### config.mk
export PLATFORM = sky130hd
export DESIGN_NAME = dmem_arbiter
export DESIGN_NICKNAME = d
export VERILOG_FILES = /design/src/rtl/dmem_arb_pkg.sv /design/src/rtl/rr_pick2.sv /design/src/rtl/dmem_arbiter.sv
export SDC_FILE = /design/constraint.sdc
export NUM_CORES = 1
export LEC_CHECK = 0
export BUFFER_PORTS_ARGS = -buffer_cell sky130_fd_sc_hd__buf_2
export CORE_AREA = 2 2 117 119
export DETAILED_ROUTE_END_ITERATION = 16
export DIE_AREA = 0 0 119 121
export PLACE_DENSITY = 0.63
export SYNTH_ARGS = -nofsm -noshare
export SYNTH_HDL_FRONTEND = slang
export SYNTH_HIERARCHICAL = 1
export SYNTH_SLANG_ARGS = --single-unit
### constraint.sdc
create_clock -name clk -period 2.7 [get_ports clk]
set_input_delay 0.135 -clock clk [delete_from_list [all_inputs] [get_ports clk]]
set_output_delay 0.135 -clock clk [all_outputs]
set_load 0.01 [all_outputs]
### src/rtl/dmem_arb_pkg.sv
// Shared types and constants for the data-memory arbiter.
package dmem_arb_pkg;

  // Who owns an access: the processor load/store port or the host loader.
  typedef enum logic {
    OWNER_CORE = 1'b0,
    OWNER_HOST = 1'b1
  } owner_t;

  // Default bound on consecutive locked host grants while the core waits.
  localparam int MAX_LOCK_DEFAULT = 8;

  // Counter width able to hold 0..max_lock; never narrower than one bit so
  // the lock-disabled build (max_lock = 0) still has a legal register.
  function automatic int lock_cnt_w(input int max_lock);
    if (max_lock < 1) return 1;
    return $clog2(max_lock + 1);
  endfunction

endpackage

### src/rtl/rr_pick2.sv
// Combinational two-way pick: bit 0 = core, bit 1 = host, one-hot grant.
module rr_pick2
  import dmem_arb_pkg::*;
(
  input  logic [1:0] req,
  input  owner_t     prio,
  input  logic       force_core,
  output logic [1:0] gnt
);

  // A lone requester always wins; on a tie force_core, then prio, decides.
  always_comb begin
    gnt = 2'b00;
    if (req == 2'b11) begin
      if (force_core || (prio == OWNER_CORE)) begin
        gnt = 2'b01;
      end else begin
        gnt = 2'b10;
      end
    end else begin
      gnt = req;
    end
  end

endmodule

### src/rtl/dmem_arbiter.sv
// Shares one single-port data memory between the core and the host loader.
// Handshake: a requester raises req with we/addr/wdata and holds them stable
// until gnt; the cycle in which req & gnt are both high is the commit cycle
// (writes land, reads launch), and read data comes back exactly one cycle
// later as rvalid/rdata on the port that issued the read.
module dmem_arbiter
  import dmem_arb_pkg::*;
#(
  parameter int ADDR_W   = 32,
  parameter int DATA_W   = 32,
  parameter int MAX_LOCK = MAX_LOCK_DEFAULT
) (
  input  logic              clk,
  input  logic              reset,
  input  logic              core_req,
  input  logic              core_we,
  input  logic [ADDR_W-1:0] core_addr,
  input  logic [DATA_W-1:0] core_wdata,
  output logic              core_gnt,
  output logic              core_rvalid,
  output logic [DATA_W-1:0] core_rdata,
  input  logic              host_req,
  input  logic              host_we,
  input  logic [ADDR_W-1:0] host_addr,
  input  logic [DATA_W-1:0] host_wdata,
  output logic              host_gnt,
  output logic              host_rvalid,
  output logic [DATA_W-1:0] host_rdata,
  input  logic              host_lock,
  output logic              mem_en,
  output logic              mem_we,
  output logic [ADDR_W-1:0] mem_addr,
  output logic [DATA_W-1:0] mem_wdata,
  input  logic [DATA_W-1:0] mem_rdata
);

  localparam int LCW     = lock_cnt_w(MAX_LOCK);
  localparam bit LOCK_EN = (MAX_LOCK > 0);

  owner_t           r_prio;
  owner_t           w_prio_next;
  logic [LCW-1:0]   r_lock_cnt;
  logic [LCW-1:0]   w_lock_cnt_next;
  logic             r_rd_pending;
  owner_t           r_rd_owner;
  logic [DATA_W-1:0] r_core_rdata;
  logic [DATA_W-1:0] r_host_rdata;

  logic [1:0] w_req;
  logic [1:0] w_gnt;
  logic       w_force_core;
  logic       w_rd_launch;
  logic       w_core_ret;
  logic       w_host_ret;

  // Requests are masked during reset so no grant can escape.
  assign w_req        = {host_req, core_req} & {2{~reset}};
  assign w_force_core = LOCK_EN && (r_lock_cnt == LCW'(MAX_LOCK));

  rr_pick2 u_pick (
    .req        (w_req),
    .prio       (r_prio),
    .force_core (w_force_core),
    .gnt        (w_gnt)
  );

  assign core_gnt    = w_gnt[0];
  assign host_gnt    = w_gnt[1];
  assign mem_en      = |w_gnt;
  assign w_rd_launch = mem_en & ~mem_we;

  // Route the granted requester onto the memory bus; all zero when idle.
  always_comb begin
    mem_we    = 1'b0;
    mem_addr  = '0;
    mem_wdata = '0;
    if (w_gnt[0]) begin
      mem_we    = core_we;
      mem_addr  = core_addr;
      mem_wdata = core_wdata;
    end else if (w_gnt[1]) begin
      mem_we    = host_we;
      mem_addr  = host_addr;
      mem_wdata = host_wdata;
    end
  end

  // Priority state register.
  always_ff @(posedge clk or posedge reset) begin
    if (reset) begin
      r_prio <= OWNER_CORE;
    end else begin
      r_prio <= w_prio_next;
    end
  end

  // Priority flips after each grant, except a locked host grant keeps it.
  always_comb begin
    w_prio_next = r_prio;
    if (w_gnt[0]) begin
      w_prio_next = OWNER_HOST;
    end else if (w_gnt[1]) begin
      w_prio_next = (LOCK_EN && host_lock) ? OWNER_HOST : OWNER_CORE;
    end
  end

  // Count locked host grants taken while the core was kept waiting.
  always_comb begin
    w_lock_cnt_next = r_lock_cnt;
    if (!LOCK_EN || !host_lock || w_gnt[0]) begin
      w_lock_cnt_next = '0;
    end else if (w_gnt[1] && w_req[0] && (r_lock_cnt != LCW'(MAX_LOCK))) begin
      w_lock_cnt_next = r_lock_cnt + LCW'(1);
    end
  end

  // Lock counter register.
  always_ff @(posedge clk or posedge reset) begin
    if (reset) begin
      r_lock_cnt <= '0;
    end else begin
      r_lock_cnt <= w_lock_cnt_next;
    end
  end

  // Remember whether a read is in flight and which port it belongs to.
  always_ff @(posedge clk or posedge reset) begin
    if (reset) begin
      r_rd_pending <= 1'b0;
      r_rd_owner   <= OWNER_CORE;
    end else begin
      r_rd_pending <= w_rd_launch;
      if (w_rd_launch) begin
        r_rd_owner <= w_gnt[1] ? OWNER_HOST : OWNER_CORE;
      end
    end
  end

  assign w_core_ret = r_rd_pending & (r_rd_owner == OWNER_CORE);
  assign w_host_ret = r_rd_pending & (r_rd_owner == OWNER_HOST);

  // Hold each port's last returned word so a non-owner's rdata stays put.
  always_ff @(posedge clk or posedge reset) begin
    if (reset) begin
      r_core_rdata <= '0;
      r_host_rdata <= '0;
    end else begin
      if (w_core_ret) r_core_rdata <= mem_rdata;
      if (w_host_ret) r_host_rdata <= mem_rdata;
    end
  end

  assign core_rvalid = w_core_ret;
  assign host_rvalid = w_host_ret;
  assign core_rdata  = w_core_ret ? mem_rdata : r_core_rdata;
  assign host_rdata  = w_host_ret ? mem_rdata : r_host_rdata;

endmodule
==> results.toml <==
[floorplanning]
rows = 42
ios = 301
die_w_um = 119
dieArea_sq_um = 14400
start_util = 0.263
core-area_sq_um = 13100
fp.dieH_um = 121

[critical_path]
crit_path_cell_trace = "inv_1 -> ha_1 -> and3b_1 -> nor2b_4 -> o21a_4 -> nor2b_4 -> buf_12 -> a22o_1 -> buf_2"
critPathMaxStageDelay_ns = 0.39
cp.arrival_ns = 2.41
cp-end-kind = "primary output"
worstPathRequired_ns = 2.57
r2r_start = "r_lock_cnt[0]$_DFFE_PP0P_"
cp-start-kind = "register"
r2r_setup_slack_ns = 0.66
critPathSlowestCell = "dfrtp_1"
reg2regPathDepth = 8
cp_max_fo = 32
cpMostUsedCell = "nor2b_4"
r2r_end = "r_lock_cnt[2]$_DFFE_PP0P_"
path_class = "register to primary output"

[power_and_ir_drop]
p_seq_frac = 0.368
netSwitchingFraction = 0.316
p_per_area_nw_per_um2 = 745
clkPwrFrac = 0.278
combPwrFrac = 0.354
peakVddDrop_mv = 0.261
p_leak_nw = 2.92
p_int_mw = 2.81
power_switching_mw = 1.30

[layout]
seq_area_sq_um = 1780
fin_nets = 732
drive_above_1_share = 0.590
multi_input_area_sq_um = 1580
area_growth_pct = 60.2
fillers = 1298
layout_common_cells = "buf_2, dfrtp_1, a22o_1"
final_common_cell = "buf_2"

[clock_network]
cts_buffers = 9
cts_tree = "yes"
postCtsSetupBuffers = 0
clock-sinks = 71
cts_root_buffer = "clkbuf_16"
insertion_delay_ns = 0.33
htreeDepth = 3
clk_pin_slew_ns = 0.06
ctsLongestPathBuffers = 2

[sta]
relSlewSlack = 0.532
timing.final.crit_period_ns = 2.54
hold_viol = 0
worst_pin_slew_ns = 0.702
rsz0062_at_grt = "no"
period_share = 0.942
slew_violations = 0
finalSetupViolations = 0
fmax_mhz = 393
finClkSkew_ns = 0.00788
final.setup.worst_slack_ns = 0.155
tns_ns = 0

[placement]
place_ws_ns = 0.301
gp_congestion = 0.875
detailed_place_hpwl_mm = 11.0
portBuffers = 300

[hold_path]
min_delay_path_depth = 2
hold_class = "primary input to register"
holdPathEnd = "r_host_rdata[19]$_DFF_PP0_"
min_from = "mem_rdata[19]"

[run]
cap_violations = 0

[synthesis]
synthFlopType = "dfrtp_1"
ys.warnings.count = 6
async_flop_share = 1.00
syn_area_sq_um = 3450
yosysSeqAreaShare = 0.516
avgSynthCellArea_sq_um = 12.9
syn_nets = 436
synth-edff-count = 0
syn_inst = 267
synth_cell_types = 27
synth_seq_cells = 71

[route]
wirelength_mm = 13.5
dr_wl_met3_um = 956
wl_met2_mm = 7.45
top_layer_used = "met5"
antenna_left = 0
vias = 3483
drt-wirelength-per-cell_um = 18.1
drt_pass1_iterations = 6
wl_met1_mm = 4.74
vias_per_cell = 4.68
drc_errors = 0
drt_iter0_drc = 138

[global_routing]
gr-usage-all-layers = 0.174
grt_overflow_total = 0
antenna_found_initial = 4
grt_max_degree = 65
grt_pass1_vias = 3547
grt_pass1_wl_mm = 19.2

[status]
outcome = "complete, no violations"
-- per-stage QoR --
| step | area, sq um | power (mW) | hold slack, ns | instances | util |
|---|---|---|---|---|---|
| 3_5_place_dp | 5160 | 3.00 | 0.329 | 726 | 0.395 |
| 5_1_grt | 5520 | 4.35 | 0.0510 | 745 | 0.422 |
| 4_1_cts | 5470 | 4.16 | 0.0349 | 743 | 0.418 |
| 2_1_floorplan | 3450 | 2.27 | 0.259 | 267 | - |
| 3_3_place_gp | 5160 | 2.95 | 0.308 | 726 | 0.395 |
| 6_report | 5520 | 4.11 | 0.0541 | 745 | 0.422 |
-- synth_stat cells, types with 2 or more instances --
| cell | count | area share |
|---|---|---|
| mux2_2 | 3 | 0.0098 |
| a21oi_1 | 5 | 0.0073 |
| clkbuf_1 | 7 | 0.0076 |
| or3_1 | 2 | 0.0036 |
| ha_1 | 2 | 0.0073 |
| nand2_1 | 6 | 0.0065 |
| mux2_1 | 61 | 0.20 |
| inv_1 | 6 | 0.0065 |
| buf_2 | 15 | 0.022 |
| nor2b_1 | 7 | 0.013 |
| o21ai_0 | 4 | 0.0058 |
| a22o_1 | 64 | 0.16 |
| dfrtp_1 | 71 | 0.52 |
-- routing by layer --
layer | vias up | track usage
li1 | 1601 | -
met1 | 1696 | 0.175
met3 | 24 | 0.0536
met2 | 158 | 0.336
met4 | 4 | 0.0625
met5 | - | 0
-- flip-flops by register name, summed over array words and instances (netlist names) --
register      count
r_core_rdata     32
r_host_rdata     32
r_lock_cnt        4
r_prio            1
r_rd_owner        1
r_rd_pending      1
-- critical path, delay by kind of cell (launching register included) --
family	cells	cell delay, ns
AO/OA/AOI/OAI	2	0.40
adder cells (fa/ha/maj)	1	0.18
buffers and inverters	3	0.42
flip-flops	1	0.39
AND/OR/NAND/NOR	3	0.65
-- kinds of logic (layout without fill, tap and decap cells) --
group	after synthesis	after routing	synth area share
flops	71	71	0.516
other cells	0	1	0
compound gates	78	78	0.187
fa+ha+maj	2	2	0.00726
mux	64	64	0.209
buf+inv	30	331	0.0407
simple gates	22	22	0.0399
-- cell type report --
| class | instances | share of cell area |
|---|---|---|
| Clock inverter | 5 | 0.0107 |
| Sequential cell | 71 | 0.322 |
| Tap cell | 176 | 0.0399 |
| Multi-Input combinational cell | 166 | 0.286 |
| Inverter | 7 | 0.00499 |
| Timing Repair Buffer | 308 | 0.294 |
| Clock buffer | 11 | 0.0421 |
| Antenna cell | 1 | 0.000453 |
-- how the worst max path moves through the flow --
stage / start / end
floorplan: r_lock_cnt[0]$_DFFE_PP0P_ / mem_wdata[24]
global placement: r_lock_cnt[0]$_DFFE_PP0P_ / mem_addr[1]
detailed placement: r_lock_cnt[0]$_DFFE_PP0P_ / mem_addr[1]
CTS: r_lock_cnt[0]$_DFFE_PP0P_ / mem_addr[1]
global route: r_lock_cnt[0]$_DFFE_PP0P_ / mem_addr[27]
finish: r_lock_cnt[0]$_DFFE_PP0P_ / mem_addr[27]
-- repair_timing --
action,in CTS,in global routing
resized for setup,1,4
endpoints found under the hold margin,33,0
hold buffers,1,0
endpoints found under the setup margin,4,11
cloned,0,1
-- power groups by stage --
stage / Clock [mW] / Sequential, mW / Combinational [mW]
floorplan: 0 / 1.49 / 0.773
global placement: 0 / 1.51 / 1.44
finish: 1.14 / 1.51 / 1.46
detailed placement: 0 / 1.53 / 1.47
CTS: 1.18 / 1.52 / 1.47
global route: 1.22 / 1.55 / 1.57
No activity file was read; power rests on OpenSTA's default activity.
